===== src/rtl/mc_datapath.sv =====
// Multi-cycle RV32I-subset datapath: FETCH/DECODE/EXEC/MEM/WB control with separate fetch and data handshakes.
// Define MC_DATAPATH_BRANCH_EXT_EN to add BNE/BLT/BGE alongside BEQ; without it those encodings halt as illegal.
module mc_datapath #(
  parameter int              XLEN       = 32,
  parameter int              NREGS      = 32,
  parameter logic [XLEN-1:0] INITIAL_PC = XLEN'(32'h00400000)
) (
  input  logic            clk,
  input  logic            rst,
  output logic            iReq,
  output logic [XLEN-1:0] iAddr,
  input  logic            iReady,
  input  logic [31:0]     instr,
  output logic            dReq,
  output logic            dWe,
  output logic [XLEN-1:0] dAddress,
  output logic [XLEN-1:0] dWriteData,
  input  logic            dReady,
  input  logic [XLEN-1:0] dReadData,
  output logic [XLEN-1:0] PC,
  output logic [XLEN-1:0] WriteBackData,
  output logic            retire,
  output logic            illegal
);
  localparam int              RW      = $clog2(NREGS);
  localparam int              SW      = $clog2(XLEN);
  localparam logic [5:0]      NREGS_L = 6'(NREGS);
  localparam logic [XLEN-1:0] PC_STEP = XLEN'(4);

  typedef enum logic [2:0] {S_FETCH, S_DECODE, S_EXEC, S_MEM, S_WB, S_HALT} state_t;
  typedef enum logic [2:0] {OP_LW, OP_SW, OP_ALUI, OP_ALUR, OP_BR, OP_BAD} op_t;

  state_t          r_state;
  op_t             r_op;
  logic [31:0]     r_ir;
  logic [XLEN-1:0] r_pc, r_a, r_b, r_imm, r_alu, r_wbdata;
  logic [XLEN-1:0] r_regs [NREGS];
  logic            r_taken, r_retire, r_illegal, r_ireq, r_dreq, r_dwe;

  logic [6:0]      w_opc, w_f7, w_sh_hi;
  logic [2:0]      w_f3;
  logic [4:0]      w_rd, w_rs1, w_rs2;
  logic [XLEN-1:0] w_imm_i, w_imm_s, w_imm_b, w_imm, w_opb, w_alu, w_addr, w_target;
  logic [SW-1:0]   w_shamt;
  logic            w_use_rd, w_use_rs2, w_legal, w_lt, w_taken;
  op_t             w_op;

  assign w_opc   = r_ir[6:0];
  assign w_rd    = r_ir[11:7];
  assign w_f3    = r_ir[14:12];
  assign w_rs1   = r_ir[19:15];
  assign w_rs2   = r_ir[24:20];
  assign w_f7    = r_ir[31:25];
  // On 64-bit builds IR[25] is the top shamt bit, so it is excluded from the funct check.
  assign w_sh_hi = (XLEN == 64) ? {r_ir[31:26], 1'b0} : r_ir[31:25];
  assign w_imm_i = {{(XLEN-12){r_ir[31]}}, r_ir[31:20]};
  assign w_imm_s = {{(XLEN-12){r_ir[31]}}, r_ir[31:25], r_ir[11:7]};
  assign w_imm_b = {{(XLEN-13){r_ir[31]}}, r_ir[31], r_ir[7], r_ir[30:25], r_ir[11:8], 1'b0};

  function automatic logic in_range(input logic [4:0] idx);
    return {1'b0, idx} < NREGS_L;
  endfunction

  function automatic logic [XLEN-1:0] rd_reg(input logic [4:0] idx);
    return in_range(idx) ? r_regs[idx[RW-1:0]] : '0;
  endfunction

  always_comb begin
    // NOTE: every always_comb output gets a default first so no path leaves it unassigned (no latch).
    w_op      = OP_BAD;
    w_use_rd  = 1'b0;
    w_use_rs2 = 1'b0;
    w_imm     = '0;
    case (w_opc)
      7'b0000011: if (w_f3 == 3'b010) begin
        w_op = OP_LW; w_use_rd = 1'b1; w_imm = w_imm_i;
      end
      7'b0100011: if (w_f3 == 3'b010) begin
        w_op = OP_SW; w_use_rs2 = 1'b1; w_imm = w_imm_s;
      end
      7'b0010011: if ((w_f3 == 3'b001 && w_sh_hi == 7'h00) ||
                      (w_f3 == 3'b101 && (w_sh_hi == 7'h00 || w_sh_hi == 7'h20)) ||
                      (w_f3 != 3'b001 && w_f3 != 3'b101 && w_f3 != 3'b011)) begin
        w_op = OP_ALUI; w_use_rd = 1'b1; w_imm = w_imm_i;
      end
      7'b0110011: if ((w_f7 == 7'h00 && w_f3 != 3'b011) ||
                      (w_f7 == 7'h20 && (w_f3 == 3'b000 || w_f3 == 3'b101))) begin
        w_op = OP_ALUR; w_use_rd = 1'b1; w_use_rs2 = 1'b1;
      end
`ifdef MC_DATAPATH_BRANCH_EXT_EN
      7'b1100011: if (w_f3 == 3'b000 || w_f3 == 3'b001 || w_f3 == 3'b100 || w_f3 == 3'b101) begin
        w_op = OP_BR; w_use_rs2 = 1'b1; w_imm = w_imm_b;
      end
`else
      7'b1100011: if (w_f3 == 3'b000) begin
        w_op = OP_BR; w_use_rs2 = 1'b1; w_imm = w_imm_b;
      end
`endif
      default: ;
    endcase
    w_legal = (w_op != OP_BAD) && in_range(w_rs1) &&
              (!w_use_rs2 || in_range(w_rs2)) && (!w_use_rd || in_range(w_rd));
  end

  assign w_opb    = (r_op == OP_ALUR || r_op == OP_BR) ? r_b : r_imm;
  assign w_shamt  = (r_op == OP_ALUR) ? r_b[SW-1:0] : r_ir[20 +: SW];
  assign w_lt     = $signed(r_a) < $signed(w_opb);
  assign w_addr   = r_a + r_imm;
  assign w_target = r_pc + r_imm;

  always_comb begin
    w_alu   = '0;
    w_taken = 1'b0;
    case (w_f3)
      3'b000:  w_alu = (r_op == OP_ALUR && r_ir[30]) ? r_a - w_opb : r_a + w_opb;
      3'b010:  w_alu = {{(XLEN-1){1'b0}}, w_lt};
      3'b100:  w_alu = r_a ^ w_opb;
      3'b110:  w_alu = r_a | w_opb;
      3'b111:  w_alu = r_a & w_opb;
      3'b001:  w_alu = r_a << w_shamt;
      3'b101:  w_alu = r_ir[30] ? $unsigned($signed(r_a) >>> w_shamt) : r_a >> w_shamt;
      default: ;
    endcase
    case (w_f3)
      3'b000:  w_taken = (r_a == r_b);
      3'b001:  w_taken = (r_a != r_b);
      3'b100:  w_taken = w_lt;
      3'b101:  w_taken = !w_lt;
      default: ;
    endcase
  end

  always_ff @(posedge clk) begin
    // NOTE: state is updated with non-blocking assignments so every register samples pre-edge values.
    if (rst) begin
      r_state   <= S_FETCH;
      r_op      <= OP_BAD;
      r_pc      <= INITIAL_PC;
      r_ir      <= '0;
      r_a       <= '0;
      r_b       <= '0;
      r_imm     <= '0;
      r_alu     <= '0;
      r_wbdata  <= '0;
      r_taken   <= 1'b0;
      r_retire  <= 1'b0;
      r_illegal <= 1'b0;
      r_ireq    <= 1'b0;
      r_dreq    <= 1'b0;
      r_dwe     <= 1'b0;
      // NOTE: the register file is architecturally zeroed on reset, so it is built from flops, not RAM.
      for (int i = 0; i < NREGS; i++) r_regs[i] <= '0;
    end else begin
      case (r_state)
        S_FETCH: begin
          if (!r_ireq) begin
            r_ireq <= 1'b1;
          end else if (iReady) begin
            r_ir    <= instr;
            r_ireq  <= 1'b0;
            r_state <= S_DECODE;
          end
        end
        S_DECODE: begin
          r_a   <= rd_reg(w_rs1);
          r_b   <= rd_reg(w_rs2);
          r_imm <= w_imm;
          r_op  <= w_op;
          if (w_legal) begin
            r_state <= S_EXEC;
          end else begin
            r_illegal <= 1'b1;
            r_state   <= S_HALT;
          end
        end
        S_EXEC: begin
          r_taken <= w_taken;
          if (r_op == OP_BR && w_taken && w_target[1:0] != 2'b00) begin
            r_illegal <= 1'b1;
            r_state   <= S_HALT;
          end else if (r_op == OP_LW || r_op == OP_SW) begin
            r_alu   <= w_addr;
            r_dreq  <= 1'b1;
            r_dwe   <= (r_op == OP_SW);
            r_state <= S_MEM;
          end else begin
            r_alu    <= (r_op == OP_BR) ? w_target : w_alu;
            r_retire <= 1'b1;
            r_state  <= S_WB;
          end
        end
        S_MEM: begin
          if (r_dreq && dReady) begin
            if (r_op == OP_LW) r_alu <= dReadData;
            r_dreq   <= 1'b0;
            r_dwe    <= 1'b0;
            r_retire <= 1'b1;
            r_state  <= S_WB;
          end
        end
        S_WB: begin
          if (r_op != OP_SW && r_op != OP_BR && w_rd != 5'd0) begin
            r_regs[w_rd[RW-1:0]] <= r_alu;
            r_wbdata             <= r_alu;
          end
          r_pc     <= (r_op == OP_BR && r_taken) ? r_alu : r_pc + PC_STEP;
          r_retire <= 1'b0;
          r_ireq   <= 1'b1;
          r_state  <= S_FETCH;
        end
        S_HALT:  ;
        default: r_state <= S_HALT;
      endcase
    end
  end

  assign iReq          = r_ireq;
  assign iAddr         = r_pc;
  assign dReq          = r_dreq;
  assign dWe           = r_dwe;
  assign dAddress      = r_alu;
  assign dWriteData    = r_b;
  assign PC            = r_pc;
  assign WriteBackData = r_wbdata;
  assign retire        = r_retire;
  assign illegal       = r_illegal;
endmodule


===== config.mk =====
export PLATFORM = sky130hd
export DESIGN_NAME = mc_datapath
export DESIGN_NICKNAME = d
export VERILOG_FILES = /design/src/rtl/mc_datapath.sv
export SDC_FILE = /design/constraint.sdc
export NUM_CORES = 2
export LEC_CHECK = 0
export CORE_UTILIZATION = 45
export DETAILED_ROUTE_END_ITERATION = 16
export HOLD_SLACK_MARGIN = 0.06
export PLACE_DENSITY_LB_ADDON = 0.05
export REMOVE_ABC_BUFFERS = 1
export SYNTH_ARGS = -nofsm -noshare
export SYNTH_HDL_FRONTEND = slang
export SYNTH_SLANG_ARGS = --single-unit

===== constraint.sdc =====
create_clock -name clk -period 14.85 [get_ports clk]
set_clock_uncertainty 0.15 [all_clocks]
set_input_delay 4.455 -clock clk [delete_from_list [all_inputs] [get_ports clk]]
set_output_delay 4.455 -clock clk [all_outputs]
set_load 0.02 [all_outputs]

==> flow_summary.toml <==
[clock_network]
clockBufferDepth = 3
cts_setup_buffers = 0
clkLatencyLatePin_ps = 800
cts_resized = 0
tritoncts = "yes"
clk_pin_slew_ps = 60
htreeDepth = 4
cts_root_buf = "clkbuf_16"
cts-buffers-inserted = 145
cts_hold_buf = 0
clock_sinks = 1241

[route]
ant_nets = 0
post-route-drc-count = 0
vias = 56300
drt_iter0_drc = 8505
totalWireLength_um = 320000
drtPass1Iterations = 5
vias_per_cell = 6.57
wl_per_cell_um = 37.3

[finish]
drive_above_1_share_pct = 18.3
syn_to_final_growth_pct = 11.9
layout.nets = 6461
fill_cells = 14600
fin_cells = 8568

[critical_path]
crit_path_cell_trace = "buf_8, nor3b_1, nand2_1, nor2_4, or2_2"
cp_max_fo = 69
r2r-end = "dAddress[31]$_SDFFE_PP0P_"
crit_required_ps = 15090
slowest_stage = "or2_2"
cpPeakStageDelay_ps = 900
crit_type = "input pin to flip-flop"
r2r_start = "r_op[0]$_SDFFE_PP1P_"
cp-end-kind = "flip-flop"
start_kind = "input pin"
r2r_cells = 18
worst_ep_arrival_time_ps = 7830
rrSetupSlack_ps = 7770

[power]
finalPower_mw = 10.2
leakage_nw = 29.7
ir_drop_mv = 0.127
powerDensity_nw_per_um2 = 120

[floorplanning]
die_h_um = 413
core_um2 = 167000
die-area_um2 = 170000
rows = 150
start_util_pct = 45.4
ios = 233
die_w_um = 413

[worst_hold_path]
worstHoldStart = "WriteBackData[8]$_SDFFE_PP0P_"
hold_path.class = "flip-flop to flip-flop"
holdPathEnd = "WriteBackData[8]$_SDFFE_PP0P_"
holdPathStages = 2

[run]
maxCapViolCount = 0

[timing]
drv_slew = 0
worst_pin_slew_ps = 1190
rsz0062_at_grt = "no"
tns_ps = 0
hold_viol_final = 0
setup_viol_count_final = 0
min_period_ps = 7580
max_freq_ghz = 0.132
finalCritPeriodShare_pct = 51.1
timing.slew.headroom_pct = 20.3

[run_status]
status = "finished, final reports clean"

[synth]
avgSynthCellArea_um2 = 12.1
synthArstFlopShare_pct = 0
yosysMostFrequentCell = "edfxtp_1"
synth-edff-count = 1024
yosysSeqAreaShare_pct = 46.2
netlist.area_leader.share_pct = 40.5
yosys-top-cells-count = "1024 x edfxtp_1, 1002 x and2_1, 644 x mux4_2"
synthTopCellsByArea = "edfxtp_1 40%, mux4_2 19%, and2_1 8.3%"
ys_ff_latch = 1241
netlist_area_um2 = 76000
synth.distinct_cells = 92
syn_inst = 6266
synth_flop_cell = "edfxtp_1"
yosysWarnings = 0
synth_top_cell_by_area = "edfxtp_1"

[global_routing]
grt.overflow.total = 0
grt_max_degree = 108
grt_use_total_pct = 37.2
antenna_found_initial = 29
grt_first_pass_wirelength_um = 434000
grt_pass1_vias = 52200

[placed_design]
gp_congestion = 1.04
placed_cells = 8280
hpwl_um = 225000
port_buffers = 232
==> worst max-delay path, delay by kind of cell <==
family	cells	cell delay [ps]
AND/OR/NAND/NOR	4	2960
buffers and inverters	1	160
==> sequential cells by signal, indices dropped and copies added, names as in the netlist, 3 cells and up <==
signal / cells
r_state: 3
dWriteData: 32
WriteBackData: 32
r_imm: 13
dAddress: 32
r_a: 32
r_regs: 1024
r_ir: 32
PC: 32
r_op: 3
==> cell usage in the layout, fill, tap and decap left out, types with 120 or more instances in the layout <==
cell	count
edfxtp_1	1024
a21oi_1	288
mux4_2	644
and2_1	1003
a211oi_1	144
clkdlybuf4s50_1	231
clkbuf_16	148
nand2_1	393
buf_4	155
nor2_1	337
mux2i_1	198
dfxtp_1	203
o21ai_0	196
inv_1	120
ha_1	165
==> kinds of logic (layout without fill, tap and decap cells) <==
| family | Yosys count | after routing | share of synthesized area [%] |
|---|---|---|---|
| flops | 1241 | 1241 | 46.2 |
| simple gates | 2108 | 2108 | 14.7 |
| fa+ha+maj | 169 | 169 | 2.82 |
| mux | 870 | 870 | 22.1 |
| other cells | 1 | 51 | 0.00494 |
| xor+xnor | 113 | 113 | 1.30 |
| buf+inv | 735 | 783 | 3.95 |
| compound gates | 1029 | 1029 | 8.87 |
==> stage by stage <==
step           setup slack, ps  cell area, µm²  utilization, %  hold slack [ps]
4_1_cts                   7290           84900            50.7              304
2_1_floorplan            -55.1           73500               -              280
6_report                  7270           85000            50.8              302
3_5_place_dp              6650           80200            47.9              296
3_3_place_gp              6450           80200            47.9              293
5_1_grt                   7280           84900            50.7              324
==> worst max path at each step <==
stage                                          from                           end  slack [ps]  depth (start not counted)
after CTS                 dAddress[26]$_SDFFE_PP0P_                  dAddress[26]        7290                          2
after global placement                          rst  r_regs[30][19]$_SDFFCE_PN0P_        6450                          5
after global routing                            rst  r_regs[30][17]$_SDFFCE_PN0P_        7280                          5
final                                           rst  r_regs[27][16]$_SDFFCE_PN0P_        7270                          5
after detailed placement                        rst   r_regs[27][5]$_SDFFCE_PN0P_        6650                          5
after floorplan               r_ir[20]$_SDFFE_PP0P_     dAddress[26]$_SDFFE_PP0P_         -60                          8
==> layer usage <==
layer | global-route usage [%] | vias up | part of all wire [%]
met5 | 0 | - | 0.016
met4 | 20.0 | 8 | 6.5
met3 | 9.11 | 575 | 11
met2 | 54.4 | 3376 | 43
met1 | 51.0 | 28800 | 40
li1 | - | 23500 | -
==> power breakdown <==
group / switching (mW) / leakage [nW] / internal (mW)
Sequential: 0.209 / 12.3 / 3.91
Combinational: 1.59 / 15.0 / 0.838
Clock: 1.54 / 2.30 / 2.07
Total: 3.34 / 29.7 / 6.82
==> layout make-up <==
cell class / count / area [µm²] / share of cell area [%]
inverters: 122 / 458 / 0.539
clock inverters: 79 / 769 / 0.906
flip-flops and latches: 1241 / 35100 / 41.3
repair buffers: 393 / 3600 / 4.24
diodes: 19 / 47.5 / 0.0560
multi-input cells: 4321 / 38300 / 45.0
clock buffers: 189 / 3930 / 4.62
well taps: 2204 / 2760 / 3.25
Note: power is estimated with default switching activity, not from simulation.
==> RTL change (same settings) <==
Set the parameter `NREGS` to 16 (it was 32).
--- a/src/rtl/mc_datapath.sv
+++ b/src/rtl/mc_datapath.sv
@@ -4,3 +4,3 @@
   parameter int              XLEN       = 32,
-  parameter int              NREGS      = 32,
+  parameter int              NREGS      = 16,
   parameter logic [XLEN-1:0] INITIAL_PC = XLEN'(32'h00400000)
Check against the original RTL: not settled (the Yosys comparison gave no result); the edit may change what the design does.
==> RTL change against the original RTL <==
Critical path depth down 4; routed wire length shrank 31%; core utilization grew 0.78 points; sequential cell count decreased by 504; synthesized area shrank 35%; total power decreased by 46%; cell area decreased by 34%; setup slack improved by 0.47 ns; count of clock-buffer cells in the layout down 83; largest cell class unchanged; highest routed layer unchanged.
==> RTL change: results (changes against the original RTL) <==
stage	metric	value	unit	change
cells_and_area	layout cell share with drive strength beyond 1	14.8	%	-3.4 points
clock_network	Worst-path clk slew	0.08	ns	+0.02 ns
placed_design	routability cong.	1.03		-0.53%
worst_hold_path	worst hold path type	reg2reg		
clock_network	CTS buffer count	84		-42%
sta	Setup-failing EPs final	0		unchanged
clock_network	clock latency on the worst-skew pair	0.68	ns	-0.12 ns
placed_design	Post-DP HPWL	153	mm	-32%
detailed_routing	WL per Instance	35.0	µm	-6.2%
placed_design	I/O Buffers	232		unchanged
cells_and_area	Final nets	5051		-22%
grt	Total Routing Usage GR	39.0	%	+1.8 points
power	VDD IR-drop max	0.111	mV	-13%
power	Leakage	20.3	nW	-31%
clock_network	Root Driver	clkbuf_16		
grt	largest net degree at the start of global routing	98		-9.3%
outcome	run status	complete, no violations		
cells_and_area	Largest Register	r_regs		
clock_network	CTS max path bufs	3		unchanged
grt	vias in the first global route	39900		-24%
detailed_routing	via count	41800		-26%
setup_path	critical path required time	10.24	ns	-4.85 ns
setup_path	CP max FO	20		-71%
cells_and_area	# fillers	9868		-33%
detailed_routing	Initial DRT Pass Iterations	8		+3
cells_and_area	final instance count without filler cells	6301		-26%
sta	Slew @ Worst Pin	1.32	ns	+0.127 ns
yosys	Seq/Total Area, Yosys	40.1	%	-6.1 points
clock_network	Post-CTS Resized	0		unchanged
placed_design	Placed Cells	6142		-26%
clock_network	# H-tree levels	3		-1
cells_and_area	Largest register FFs	512		-50%
yosys	top cells by count, synth	and2_1 (523), edfxtp_1 (512), nand2_1 (382)		
power	sw frac	29.5	%	-3.4 points
yosys	count of cell types in the netlist	93		+1.1%
yosys	ranking of synthesized cells by area	edfxtp_1 (31%), mux4_2 (15%), dfxtp_1 (9.1%)		
sta	Max Slew Vio Count	0		unchanged
yosys	EDFF count, synth	512		-50%
setup_path	slowest cell delay on critical path	1.02	ns	+0.12 ns
grt	antenna violations before repair	20		-31%
setup_path	kind of cell adding the most delay to the critical path	flip-flops		
detailed_routing	drt initial violations	5251		-38%
yosys	yosys warns	0		unchanged
clock_network	Setup Buffers After CTS	0		unchanged
setup_path	CP max-delay cell	dfxtp_1		
yosys	Post-Synthesis Cells	4775		-24%
grt	first-pass GRT wire length	308	mm	-29%
yosys	FFs w/ async S/R, synth	0	%	unchanged
==> RTL change: cell types whose count changed after synthesis, sizes merged, moves of 37 or more <==
cell / delta
clkbuf: -151
and2: -480
mux2i: -63
mux4: -323
a22oi: +52
edfxtp: -512
nor2: -37
a211oi: -69
==> RTL change: worst paths after layout <==
path | start | end | slack (ns) | cells after the start
setup / recovery | dAddress[5]$_SDFFE_PP0P_ | dAddress[5] | 7.74 | 1
hold / removal | r_ir[0]$_SDFFE_PP0P_ | r_ir[0]$_SDFFE_PP0P_ | 0.30 | 2
setup reg to reg | r_op[0]$_SDFFE_PP1P_ | dAddress[31]$_SDFFE_PP0P_ | 7.99 | 18
hold reg to reg | r_ir[0]$_SDFFE_PP0P_ | r_ir[0]$_SDFFE_PP0P_ | 0.30 | 2
==> RTL change: stage by stage <==
step | hold slack [ns] | instance area [µm²] | worst slack, ns | power, mW
finish | 0.304 | 56200 | 7.74 | 5.44
global route | 0.320 | 56200 | 7.74 | 5.58
global placement | 0.291 | 53300 | 7.28 | 3.29
floorplan | 0.278 | 47700 | 6.82 | 2.89
detailed placement | 0.296 | 53300 | 7.27 | 3.29
CTS | 0.304 | 56200 | 7.75 | 5.44
==> RTL change: cells by family (layout without fill, tap and decap cells) <==
logic type	Yosys count	count (layout)	synth area share, %
simple gates	1581	1581	16.1
compound gates	1138	1138	14.9
flops	737	737	40.1
buf+inv	559	668	4.71
mux	480	480	17.9
fa+ha+maj	169	169	4.33
xor+xnor	111	111	1.96
other cells	0	3	0
==> RTL change: metal layers <==
metal	global-route usage, %	vias to the layer above	share of wire [%]
met5	0	-	0.034
li1	-	18000	-
met4	22.4	12	6.9
met2	62.1	2297	46
met1	50.5	21000	39
met3	6.45	562	8.5
==> RTL change: layout make-up <==
type,count,area [µm²],share of cell area [%]
Sequential cell,737,19900,35.4
Tap cell,1414,1770,3.15
Inverter,119,447,0.795
Timing Repair Buffer,393,3550,6.31
Multi-Input combinational cell,3479,27700,49.2
Clock inverter,50,563,1.00
Clock buffer,106,2270,4.05
Antenna cell,3,7.51,0.0134
==> RTL change: power groups by stage <==
stage	Combinational, mW	Clock [mW]	Sequential (mW)
after floorplan	0.502	0	2.39
after global placement	0.915	0	2.38
after detailed placement	0.912	0	2.38
after CTS	0.916	2.18	2.34
after global routing	0.969	2.26	2.35
final	0.940	2.16	2.34
